$ cat config.mk
export PLATFORM = sky130hd
export DESIGN_NAME = fp_mul_pipe
export DESIGN_NICKNAME = d
export VERILOG_FILES = /design/src/rtl/fp_mul_pkg.sv /design/src/rtl/fp_classify.sv /design/src/rtl/fp_mul_pipe.sv
export SDC_FILE = /design/constraint.sdc
export NUM_CORES = 1
export LEC_CHECK = 0
export ABC_AREA = 1
export ABC_CLOCK_PERIOD_IN_PS = 4200
export BUFFER_PORTS_ARGS = -buffer_cell sky130_fd_sc_hd__clkbuf_2
export CAP_MARGIN = 20
export CORE_MARGIN = 1
export CORE_UTILIZATION = 45
export DETAILED_ROUTE_END_ITERATION = 10
export SLEW_MARGIN = 20
export SYNTH_ARGS = -nofsm -noshare
export SYNTH_HDL_FRONTEND = slang
export SYNTH_HIERARCHICAL = 1
export SYNTH_SLANG_ARGS = --single-unit
$ cat constraint.sdc
create_clock -name clock -period 4.2 [get_ports clock]
set_clock_uncertainty 0.15 [all_clocks]
set_input_delay 0.21 -clock clock [delete_from_list [all_inputs] [get_ports clock]]
set_output_delay 0.21 -clock clock [all_outputs]
set_load 0.005 [all_outputs]
$ cat src/rtl/fp_mul_pkg.sv
// rtl/fp_mul_pkg.sv - shared types, flag indices and helpers for fp_mul_pipe
// Operand classes, exponent bias and canonical quiet-NaN construction for any EXP_W/MAN_W.
package fp_mul_pkg;

   typedef enum logic [2:0] {ZERO, NORM, INF, QNAN, SNAN} fp_class_e;

   localparam int INV = 3;
   localparam int OVF = 2;
   localparam int UNF = 1;
   localparam int NX  = 0;

   function automatic int fp_bias(input int exp_w);
      return (1 << (exp_w - 1)) - 1;
   endfunction

   // Wide result; callers keep the low 1+exp_w+man_w bits (sign bit is 0).
   function automatic logic [63:0] fp_canon_nan(input int exp_w, input int man_w);
      logic [63:0] v;
      v = ((64'd1 << exp_w) - 64'd1) << man_w;
      v = v | (64'd1 << (man_w - 1));
      return v;
   endfunction

endpackage

$ cat src/rtl/fp_classify.sv
// rtl/fp_classify.sv - combinational operand decode: class, hidden-bit mantissa, exponent
// Subnormals are reported as ZERO so the multiplier flushes them.
module fp_classify
   import fp_mul_pkg::*;
#(
   parameter int EXP_W = 5,
   parameter int MAN_W = 10
) (
   input  logic [EXP_W+MAN_W-1:0] i_op,
   output fp_class_e              o_class,
   output logic [MAN_W:0]         o_man,
   output logic [EXP_W-1:0]       o_exp
);

   logic [EXP_W-1:0] w_exp;
   logic [MAN_W-1:0] w_frac;

   assign w_exp  = i_op[EXP_W+MAN_W-1:MAN_W];
   assign w_frac = i_op[MAN_W-1:0];
   assign o_exp  = w_exp;
   assign o_man  = {1'b1, w_frac};

   always_comb begin
      o_class = NORM;
      if (w_exp == '0) begin
         o_class = ZERO;
      end else if (&w_exp) begin
         if (w_frac == '0)
            o_class = INF;
         else if (w_frac[MAN_W-1])
            o_class = QNAN;
         else
            o_class = SNAN;
      end
   end

endmodule

$ cat src/rtl/fp_mul_pipe.sv
// rtl/fp_mul_pipe.sv - pipelined RNE floating-point multiplier with global-stall backpressure
// Define FP_MUL_FLAGS_EN to add the io_flags port {invalid, overflow, underflow, inexact}.
module fp_mul_pipe
   import fp_mul_pkg::*;
#(
   parameter int EXP_W  = 5,
   parameter int MAN_W  = 10,
   parameter int STAGES = 3
) (
   input  logic                   clock,
   input  logic                   reset,
   input  logic [EXP_W+MAN_W:0]   io_a,
   input  logic [EXP_W+MAN_W:0]   io_b,
   input  logic                   io_valid_in,
   output logic                   io_ready_in,
   output logic [EXP_W+MAN_W:0]   io_out,
   output logic                   io_valid_out,
   input  logic                   io_ready_out
`ifdef FP_MUL_FLAGS_EN
   ,
   output logic [3:0]             io_flags
`endif
);

   localparam int W  = 1 + EXP_W + MAN_W;
   localparam int PW = 2 * (MAN_W + 1);
   localparam logic signed [EXP_W+1:0] BIAS_S  = (EXP_W+2)'(fp_bias(EXP_W));
   localparam logic signed [EXP_W+1:0] EXP_MAX = {2'b00, {EXP_W{1'b1}}};
   localparam logic [63:0]  NAN64     = fp_canon_nan(EXP_W, MAN_W);
   localparam logic [W-1:0] CANON_NAN = NAN64[W-1:0];

   typedef struct packed {
      logic             vld;
      logic             sign;
      logic             special;
      logic [W-1:0]     spec_val;
`ifdef FP_MUL_FLAGS_EN
      logic             spec_inv;
`endif
      logic [EXP_W+1:0] exp;
      logic [PW-1:0]    prod;
   } stage_t;

   logic              w_adv;
   fp_class_e         w_cls_a, w_cls_b;
   logic [MAN_W:0]    w_man_a, w_man_b;
   logic [EXP_W-1:0]  w_exp_a, w_exp_b;
   logic              w_nan_a, w_nan_b, w_inf_a, w_inf_b, w_zero_a, w_zero_b, w_inf_zero;
   stage_t            w_s1;
   stage_t            r_st [STAGES-1];
   stage_t            w_last;

   logic                     w_shift, w_guard, w_sticky, w_rnd, w_carry, w_unf, w_ovf;
   logic [MAN_W-1:0]         w_frac_pre, w_frac;
   logic signed [EXP_W+1:0]  w_exp_fin;
   logic [W-1:0]             w_res;
   logic [W-1:0]             r_out;
   logic                     r_vout;
`ifdef FP_MUL_FLAGS_EN
   logic [3:0]               w_flags;
   logic [3:0]               r_flags;
`endif

   // The whole pipe advances together, so one stalled output freezes every stage.
   assign w_adv        = !r_vout || io_ready_out;
   assign io_ready_in  = w_adv;
   assign io_out       = r_out;
   assign io_valid_out = r_vout;
`ifdef FP_MUL_FLAGS_EN
   assign io_flags     = r_flags;
`endif

   fp_classify #(.EXP_W(EXP_W), .MAN_W(MAN_W)) u_cls_a (
      .i_op(io_a[W-2:0]), .o_class(w_cls_a), .o_man(w_man_a), .o_exp(w_exp_a)
   );
   fp_classify #(.EXP_W(EXP_W), .MAN_W(MAN_W)) u_cls_b (
      .i_op(io_b[W-2:0]), .o_class(w_cls_b), .o_man(w_man_b), .o_exp(w_exp_b)
   );

   assign w_nan_a    = (w_cls_a == QNAN) || (w_cls_a == SNAN);
   assign w_nan_b    = (w_cls_b == QNAN) || (w_cls_b == SNAN);
   assign w_inf_a    = (w_cls_a == INF);
   assign w_inf_b    = (w_cls_b == INF);
   assign w_zero_a   = (w_cls_a == ZERO);
   assign w_zero_b   = (w_cls_b == ZERO);
   assign w_inf_zero = (w_inf_a && w_zero_b) || (w_zero_a && w_inf_b);

   always_comb begin
      w_s1          = '0;
      w_s1.vld      = io_valid_in;
      w_s1.sign     = io_a[W-1] ^ io_b[W-1];
      w_s1.exp      = $signed({2'b00, w_exp_a}) + $signed({2'b00, w_exp_b}) - BIAS_S;
      w_s1.prod     = PW'(w_man_a) * PW'(w_man_b);
      if (w_nan_a || w_nan_b || w_inf_zero) begin
         w_s1.special  = 1'b1;
         w_s1.spec_val = CANON_NAN;
`ifdef FP_MUL_FLAGS_EN
         w_s1.spec_inv = w_inf_zero || (w_cls_a == SNAN) || (w_cls_b == SNAN);
`endif
      end else if (w_inf_a || w_inf_b) begin
         w_s1.special  = 1'b1;
         w_s1.spec_val = {w_s1.sign, {EXP_W{1'b1}}, {MAN_W{1'b0}}};
      end else if (w_zero_a || w_zero_b) begin
         w_s1.special  = 1'b1;
         w_s1.spec_val = {w_s1.sign, {(W-1){1'b0}}};
      end
   end

   always_ff @(posedge clock or negedge reset) begin
      if (!reset) begin
         for (int i = 0; i < STAGES-1; i++) r_st[i] <= '0;
      end else if (w_adv) begin
         r_st[0] <= w_s1;
         for (int i = 1; i < STAGES-1; i++) r_st[i] <= r_st[i-1];
      end
   end

   assign w_last = r_st[STAGES-2];

   // Product lies in [1,4): bit PW-1 set means shift right by one before rounding.
   assign w_shift    = w_last.prod[PW-1];
   assign w_frac_pre = w_shift ? w_last.prod[PW-2 -: MAN_W] : w_last.prod[PW-3 -: MAN_W];
   assign w_guard    = w_shift ? w_last.prod[PW-2-MAN_W] : w_last.prod[PW-3-MAN_W];
   assign w_sticky   = w_shift ? |w_last.prod[PW-3-MAN_W:0] : |w_last.prod[PW-4-MAN_W:0];
   assign w_rnd      = w_guard & (w_sticky | w_frac_pre[0]);
   assign {w_carry, w_frac} = {1'b0, w_frac_pre} + {{MAN_W{1'b0}}, w_rnd};
   assign w_exp_fin  = $signed(w_last.exp) + $signed({{(EXP_W+1){1'b0}}, w_shift})
                     + $signed({{(EXP_W+1){1'b0}}, w_carry});
   assign w_unf      = w_exp_fin[EXP_W+1] || (w_exp_fin == '0);
   assign w_ovf      = w_exp_fin >= EXP_MAX;

   always_comb begin
      w_res = {w_last.sign, w_exp_fin[EXP_W-1:0], w_frac};
`ifdef FP_MUL_FLAGS_EN
      w_flags     = '0;
      w_flags[NX] = w_guard | w_sticky;
`endif
      if (w_last.special) begin
         w_res = w_last.spec_val;
`ifdef FP_MUL_FLAGS_EN
         w_flags      = '0;
         w_flags[INV] = w_last.spec_inv;
`endif
      end else if (w_unf) begin
         w_res = {w_last.sign, {(W-1){1'b0}}};
`ifdef FP_MUL_FLAGS_EN
         w_flags      = '0;
         w_flags[UNF] = 1'b1;
         w_flags[NX]  = 1'b1;
`endif
      end else if (w_ovf) begin
         w_res = {w_last.sign, {EXP_W{1'b1}}, {MAN_W{1'b0}}};
`ifdef FP_MUL_FLAGS_EN
         w_flags      = '0;
         w_flags[OVF] = 1'b1;
         w_flags[NX]  = 1'b1;
`endif
      end
   end

   always_ff @(posedge clock or negedge reset) begin
      if (!reset) begin
         r_out   <= '0;
         r_vout  <= 1'b0;
`ifdef FP_MUL_FLAGS_EN
         r_flags <= '0;
`endif
      end else if (w_adv) begin
         r_out   <= w_res;
         r_vout  <= w_last.vld;
`ifdef FP_MUL_FLAGS_EN
         r_flags <= w_last.vld ? w_flags : 4'b0;
`endif
      end
   end

endmodule

==> metrics.yaml, run 1 <==
critical_path:
  crit_fanout: 10
  crit_top_cell: "fa_1"
  critPathArrivalTime_ns: 4.14
  critPathBufInv: 4
  max_stage_delay_ns: 0.53
  required_ns: 4.27
  cp_cell_sequence: "buf_12, nand2_2, fa_1, inv_1, fa_1, fa_1, fa_1, inv_2, fa_1, inv_2, ha_4, a21oi_4, nand2_1, nand3b_1, or2_4, nand3_1, nand2_1"
  start_kind: "primary input"
  critPathTopFamily: "adder cells"
  worst_setup_path_end_kind: "flip-flop"
  critPathKind: "in -> reg"
  slowest_stage: "fa_1"
power_and_ir_drop:
  totalPowerFinal_mw: 7.301
  power.density_nw_per_um2: 692.7
  p_leak_nw: 5.901
  comb_power_share: 0.699
  swShare: 0.4463
  p_switching_mw: 3.258
  vdd_drop_max_uv: 502.4
  power_frac_clock: 0.109
  intPower_mw: 4.042
  seq_power_share: 0.192
clock_network:
  clk_pin_slew_worst_paths_ns: 0.06
  clk_latency_ns: 0.34
  cts_tree: "yes"
  clockBufferDepth: 2
  cts_max_level: 3
  cts-root-buf: "clkbuf_16"
  clkSinkCount: 87
  cts_buffers: 9
yosys:
  ys_seq_area_frac: 0.2443
  synthesis.nets: 1412
  synth_area_leaders: "dfrtp_1 24%, fa_1 18%, nand2_1 16%"
  yosysTopAreaCellShare: 0.2443
  avgSynthCellArea_um2: 7.286
  ys.flop_type: "dfrtp_1"
  yosysWarnings: 6
  syn_area_um2: 8911
  ys_ff_latch: 87
  synth_edf_count: 0
  async_flop_share: 1.000
  synth_area_leader_cell: "dfrtp_1"
  synth_cell_type_count: 35
  syn_inst: 1223
grt:
  grt_overflow: 0
  grt_max_degree: 88
  grt.total_usage: 0.1944
  antenna_found_initial: 0
  grt_pass1_wl_um: 31960
  grt_pass1_vias: 6960
run:
  cap_viol_max_count: 0
route:
  ant_nets: 0
  dr.first_iter.drc_count: 244
  drc_errors: 0
  wl_per_cell_um: 11.92
  first_pass_iters: 4
  routed_wl_um: 18550
  via_per_inst: 4.590
  via_count: 7146
layout:
  final_cells: 1557
  drive_gt1_frac: 0.1765
  utilization: 0.5416
  layout_commonest_cell: "nand2_1"
  nNetsFinal: 1477
  area_delta_synth_final_pct: 18.28
  antenna_cells: 0
  fillCellCount: 1885
  layout_common_cells: "353 x nand2_1, 247 x inv_1, 87 x dfrtp_1, 77 x fa_1, 72 x buf_4"
floorplan:
  num_rows: 51
  coreArea_um2: 19460
  io_pins: 54
  die_x_um: 142.7
  start_util: 0.4579
  die_area_um2: 20370
  die_h_um: 142.7
placed_design:
  placedCellCount: 1532
  place_congestion: 0.8388
  hpwl_um: 14890
  portBuffers: 53
sta:
  post-route-period-util: 0.9697
  period_minus_slack_ns: 4.073
  slew_violations: 0
  fmax_mhz: 245.5
  worst_pin_slew_ns: 0.8492
  rsz0062_at_grt: "true"
  whs_ns: 0.02470
  hold_viol: 0
  tns_ns: 0
  final-setup-viol-count: 0
  slew_headroom: 0.4330
min_path:
  hold_path_class: "in -> reg"
run_status:
  outcome: "complete, no violations"
[cells by family after synthesis]
group | share of synthesized area
buffers and inverters | 0.1545
adder cells (fa/ha/maj) | 0.2839
XOR/XNOR | 0.009829
AO/OA/AOI/OAI | 0.07273
AND/OR/NAND/NOR | 0.2339
other | 0.0008428
flip-flops | 0.2443
[metrics by stage]
| stage | instance area, um^2 | worst slack (ns) |
|---|---|---|
| finish | 10540 | 0.1274 |
| global route | 10540 | -0.08293 |
| CTS | 10150 | 0.005367 |
| detailed placement | 9798 | -0.4245 |
| global placement | 9798 | -0.3729 |
| floorplan | 9271 | -0.08200 |
[synthesized netlist by cell type (2+ instances only)]
cell        n
dfrtp_1    87
buf_2       2
xor2_1      3
or2_2       4
a21oi_1    30
nand3b_1    3
buf_1       6
ha_1       71
buf_4      33
fa_1       82
a31oi_1     3
o21ai_0    63
inv_1     256
nor2_1     70
o21a_1      3
xnor2_1     7
nand4_1     6
nor2_2      3
nand2_1   375
a21oi_2     2
nand2_2     2
conb_1      2
o21ai_2     2
nor3_1      9
o21ai_1     2
a21o_1      3
o22ai_1     2
clkbuf_1   33
and2_0      2
o211ai_1    3
o21bai_1    3
nand3_1    48
[routing by layer]
layer  wire length [um]  GRT usage  vias to the layer above
met4                210    0.04810                        0
met3                228    0.01341                       19
met1               9295     0.2686                     3281
met5                  0          0                        -
li1                   -          -                     3775
met2               8820     0.3313                       71
[flip-flops by register name, summed over array words and instances, names as in the netlist]
register and count:
r_st 70, io_out 16, io_valid_out 1
[what timing repair did]
item,in CTS,in global routing
gates cloned,0,1
pin swaps,0,37
buffers inserted,0,7
hold buffers,2,0
setup endpoints to repair,7,20
endpoints found under the hold margin,88,0
resized for setup,12,102
[power groups by stage]
stage,clock (mW),combinational (mW),sequential (mW)
6_report,0.795,5.10,1.40
5_1_grt,0.850,5.85,1.45
4_1_cts,0.814,4.69,1.41
3_5_place_dp,0,4.65,1.42
3_3_place_gp,0,4.62,1.41
2_1_floorplan,0,3.27,1.36
[final timing paths]
check | from | end | slack [ns] | depth (start not counted)
min reg2reg | r_st[64] | r_st[64] | 0.32 | 2
min in group asynchronous | reset | r_st[1] | 0.34 | 2
max reg2reg | r_st[21] | io_out[7] | 0.49 | 19
min | io_ready_out | io_out[5] | 0.02 | 4
max | io_b[5] | r_st[60] | 0.13 | 17
max in group asynchronous | reset | r_st[13] | 3.01 | 2
[worst min-delay path: stages]
cell and delay (ns):
clkbuf_2 0.10, nor2_4 0.06, nand2_1 0.05, nand2_1 0.04
[layout make-up]
class,instances,area [um^2],area share
Inverter,256,960.9,0.09117
Sequential cell,87,2177,0.2066
Timing Repair Buffer,129,1032,0.09793
Clock inverter,4,53.80,0.005104
Tap cell,265,331.6,0.03146
Clock buffer,11,242.7,0.02303
Multi-Input combinational cell,805,5742,0.5448
(Power assumes the default switching activity.)
==> run 2, diff against run 1 <==
--- a/config.mk
+++ b/config.mk
@@ -5,10 +5,9 @@
 export SDC_FILE = /design/constraint.sdc
 export NUM_CORES = 1
 export LEC_CHECK = 0
-export ABC_AREA = 1
+export ABC_AREA = 0
 export ABC_CLOCK_PERIOD_IN_PS = 4200
 export BUFFER_PORTS_ARGS = -buffer_cell sky130_fd_sc_hd__clkbuf_2
-export CAP_MARGIN = 20
 export CORE_MARGIN = 1
 export CORE_UTILIZATION = 45
 export DETAILED_ROUTE_END_ITERATION = 10
==> metrics.yaml, run 2 <==
clock_network:
  cts_max_level: 3  # unchanged
  cts-root-buf: "clkbuf_16"  # unchanged
  clk_latency_ns: 0.34  # about the same
  clockBufferDepth: 2  # unchanged
  cts_buffers: 9  # unchanged
  clk_pin_slew_worst_paths_ns: 0.06  # about the same
  cts_tree: "yes"  # unchanged
  clkSinkCount: 87  # unchanged
floorplan:
  die_x_um: 140.5  # was 142.7 um
  num_rows: 50  # was 51
  io_pins: 54  # unchanged
  die_h_um: 140.5  # was 142.7 um
  die_area_um2: 19730  # was 20370 um^2
  coreArea_um2: 18770  # was 19460 um^2
  start_util: 0.4597  # was 0.4579
critical_path:
  start_kind: "primary input"  # unchanged
  rrSetupSlack_ns: 0.23  # was 0.49 ns
  crit_top_cell: "fa_1"  # unchanged
  reg2regPathDepth: 16  # was 19
  critPathKind: "in -> reg"  # unchanged
  critPathBufInv: 6  # was 4
  cp_cell_sequence: "buf_8, buf_6, nand2_2, fa_1, fa_1, inv_2, fa_1, fa_1, inv_1, fa_1, inv_2, ha_4, o21a_1, o2111ai_2, a31oi_2, buf_4, nor2_4, mux2_4, a21oi_2"  # was buf_12, nand2_2, fa_1, inv_1, fa_1, fa_1, fa_1, inv_2, fa_1, inv_2, ha_4, a21oi_4, nand2_1, nand3b_1, or2_4, nand3_1, nand2_1
  critPathArrivalTime_ns: 4.42  # was 4.14 ns
  rr_startpoint: "r_st[21]"  # unchanged
  critPathTopFamily: "adder cells"  # unchanged
  max_stage_delay_ns: 0.54  # was 0.53 ns
  reg2reg_to: "io_out[9]"  # was io_out[7]
  worst_setup_path_end_kind: "flip-flop"  # unchanged
  crit_fanout: 6  # was 10
  slowest_stage: "fa_1"  # unchanged
  required_ns: 4.32  # was 4.27 ns
yosys:
  avgSynthCellArea_um2: 8.577  # was 7.286 um^2
  async_flop_share: 1.000  # unchanged
  yosysWarnings: 6  # unchanged
  ys.flop_type: "dfrtp_1"  # unchanged
  synthesis.nets: 1195  # was 1412
  ys_seq_area_frac: 0.2523  # was 0.2443
  synth_edf_count: 0  # unchanged
  syn_area_um2: 8628  # was 8911 um^2
  syn_inst: 1006  # was 1223
  netlist_top_cells_count: "222 x nand2_1, 125 x inv_1, 87 x dfrtp_1"  # was 375 x nand2_1, 256 x inv_1, 87 x dfrtp_1
  ys_ff_latch: 87  # unchanged
  synth_area_leaders: "dfrtp_1 25%, fa_1 19%, ha_1 10%"  # was dfrtp_1 24%, fa_1 18%, nand2_1 16%
  synth_most_common_cell: "nand2_1"  # unchanged
  synth_area_leader_cell: "dfrtp_1"  # unchanged
  synth_cell_type_count: 56  # was 35
  yosysTopAreaCellShare: 0.2523  # was 0.2443
grt:
  grt_overflow: 0  # unchanged
  grt_pass1_vias: 6562  # was 6960
  grt.total_usage: 0.1973  # was 0.1944
  antenna_found_initial: 0  # unchanged
  grt_pass1_wl_um: 31600  # was 31960 um
  grt_max_degree: 88  # unchanged
min_path:
  worstHoldStart: "io_a[15]"  # was io_ready_out
  worst_hold_path.endpoint: "r_st[94]"  # was io_out[5]
  min_path_cells: 3  # was 4
  hold_path_class: "in -> reg"  # unchanged
placed_design:
  place_ws_ns: -0.5815  # was -0.4245 ns
  place_congestion: 0.8373  # was 0.8388
  hpwl_um: 14100  # was 14890 um
  portBuffers: 53  # unchanged
power_and_ir_drop:
  p_leak_nw: 5.218  # was 5.901 nW
  vdd_drop_max_uv: 409.3  # was 502.4 uV
  power.density_nw_per_um2: 691.6  # was 692.7 nW/um^2
sta:
  slew_violations: 0  # unchanged
  worst_slack_ns: -0.1026  # was 0.1274 ns
  period_minus_slack_ns: 4.303  # was 4.073 ns
  rsz0062_at_grt: "true"  # unchanged
  slew_headroom: 0.4321  # was 0.4330
  post-route-period-util: 1.024  # was 0.9697
  hold_viol: 0  # unchanged
  fmax_mhz: 232.4  # was 245.5 MHz
  whs_ns: 0.03752  # was 0.02470 ns
  final-setup-viol-count: 8  # was 0
  worst_pin_slew_ns: 0.8519  # was 0.8492 ns
route:
  via_count: 6627  # was 7146
  first_pass_iters: 5  # was 4
  wl_per_cell_um: 13.99  # was 11.92 um
  ant_nets: 0  # unchanged
  routed_wl_um: 18570  # was 18550 um
  dr.first_iter.drc_count: 257  # was 244
  via_per_inst: 4.990  # was 4.590
  drc_errors: 0  # unchanged
run_status:
  outcome: "finished with violations"  # was complete, no violations
  violations: "setup timing"
run:
  cap_viol_max_count: 0  # unchanged
layout:
  nNetsFinal: 1279  # was 1477
  layout_common_cells: "201 x nand2_1, 111 x inv_1, 88 x buf_4, 86 x dfrtp_1, 73 x fa_1"  # was 353 x nand2_1, 247 x inv_1, 87 x dfrtp_1, 77 x fa_1, 72 x buf_4
  largest_reg_flops: 70  # unchanged
  drive_gt1_frac: 0.2569  # was 0.1765
  top_register: "r_st"  # unchanged
  layout_commonest_cell: "nand2_1"  # unchanged
  antenna_cells: 0  # unchanged
  area_delta_synth_final_pct: 22.72  # was 18.28%
## run 2: cell count changes in the layout (fill, tap and decap cells not counted), sizes merged, moves of 8 or more
cell,before,now
nor2,73,35
and3,0,9
xor2,3,20
and2,2,60
inv,257,125
nand3,48,19
buf,89,114
a21oi,32,41
nor2b,0,8
o21ai,67,20
nand2,377,222
mux2i,0,8
## run 2: cell type report
type,instances,area (um^2)
clock buffers,12,266.5
clock inverters,3,17.52
fillers,1719,8179
inverters,125,469.2
multi-input cells,712,6046
flip-flops and latches,87,2178
well taps,234,292.8
repair buffers,155,1319
## run 2: logic make-up (layout without fill, tap and decap cells)
group | Yosys count | in the layout | synth area share
simple gates | 396 | 396 | 0.2129
buf+inv | 207 | 295 | 0.1047
fa+ha+maj | 153 | 153 | 0.2932
compound gates | 120 | 120 | 0.09267
flops | 87 | 87 | 0.2523
xor+xnor | 31 | 31 | 0.03147
mux | 10 | 10 | 0.01189
other cells | 2 | 2 | 0.0008704
## run 2: repair_timing
action                                  in CTS  in global routing
hold endpoints to repair                    88                  0
pin swaps                                   28                 53
buffers inserted                             1                 15
hold buffers                                 2                  0
resized for setup                           68                 84
cloned                                       0                  2
endpoints found under the setup margin      13                 26
## run 2: per-layer routing
metal	vias to the layer above	wire (um)	GRT usage	share of wire
li1	3356	-	-	-
met1	3143	9157	0.2760	0.49
met2	109	8677	0.3268	0.47
met3	19	487	0.02632	0.026
met4	0	252	0.04291	0.014
met5	-	0	0	0
## run 2: how the worst max path moves through the flow
stage / from / cells past startpoint / to
4_1_cts: io_b[5] / 19 / r_st[69]
6_report: io_a[8] / 19 / r_st[69]
5_1_grt: io_b[5] / 17 / r_st[67]
3_5_place_dp: io_a[5] / 16 / r_st[68]
3_3_place_gp: io_a[3] / 16 / r_st[69]
2_1_floorplan: io_a[1] / 16 / r_st[68]
## run 2: worst min-delay path, stage by stage
cell,delay [ns]
clkbuf_2,0.08
xnor2_1,0.13
a21oi_1,0.07
## run 2: per-stage QoR
| stage | instance area [um^2] | total power, mW | utilization | setup TNS [ns] | instances |
|---|---|---|---|---|---|
| floorplan | 8960 | 4.540 | - | -3.259 | 1006 |
| global placement | 9518 | 5.677 | 0.5071 | -6.073 | 1293 |
| detailed placement | 9518 | 5.728 | 0.5071 | -6.621 | 1293 |
| CTS | 10110 | 6.723 | 0.5387 | -0.2465 | 1311 |
| global route | 10590 | 8.061 | 0.5642 | -1.444 | 1328 |
| finish | 10590 | 7.323 | 0.5642 | -0.3965 | 1328 |
## run 2: report_power, final
| group | internal, mW | switching [mW] | total, mW |
|---|---|---|---|
| sequential | 1.20 | 0.266 | 1.47 |
| combinational | 2.50 | 2.59 | 5.10 |
| clock | 0.444 | 0.315 | 0.758 |
| total | 4.15 | 3.17 | 7.32 |
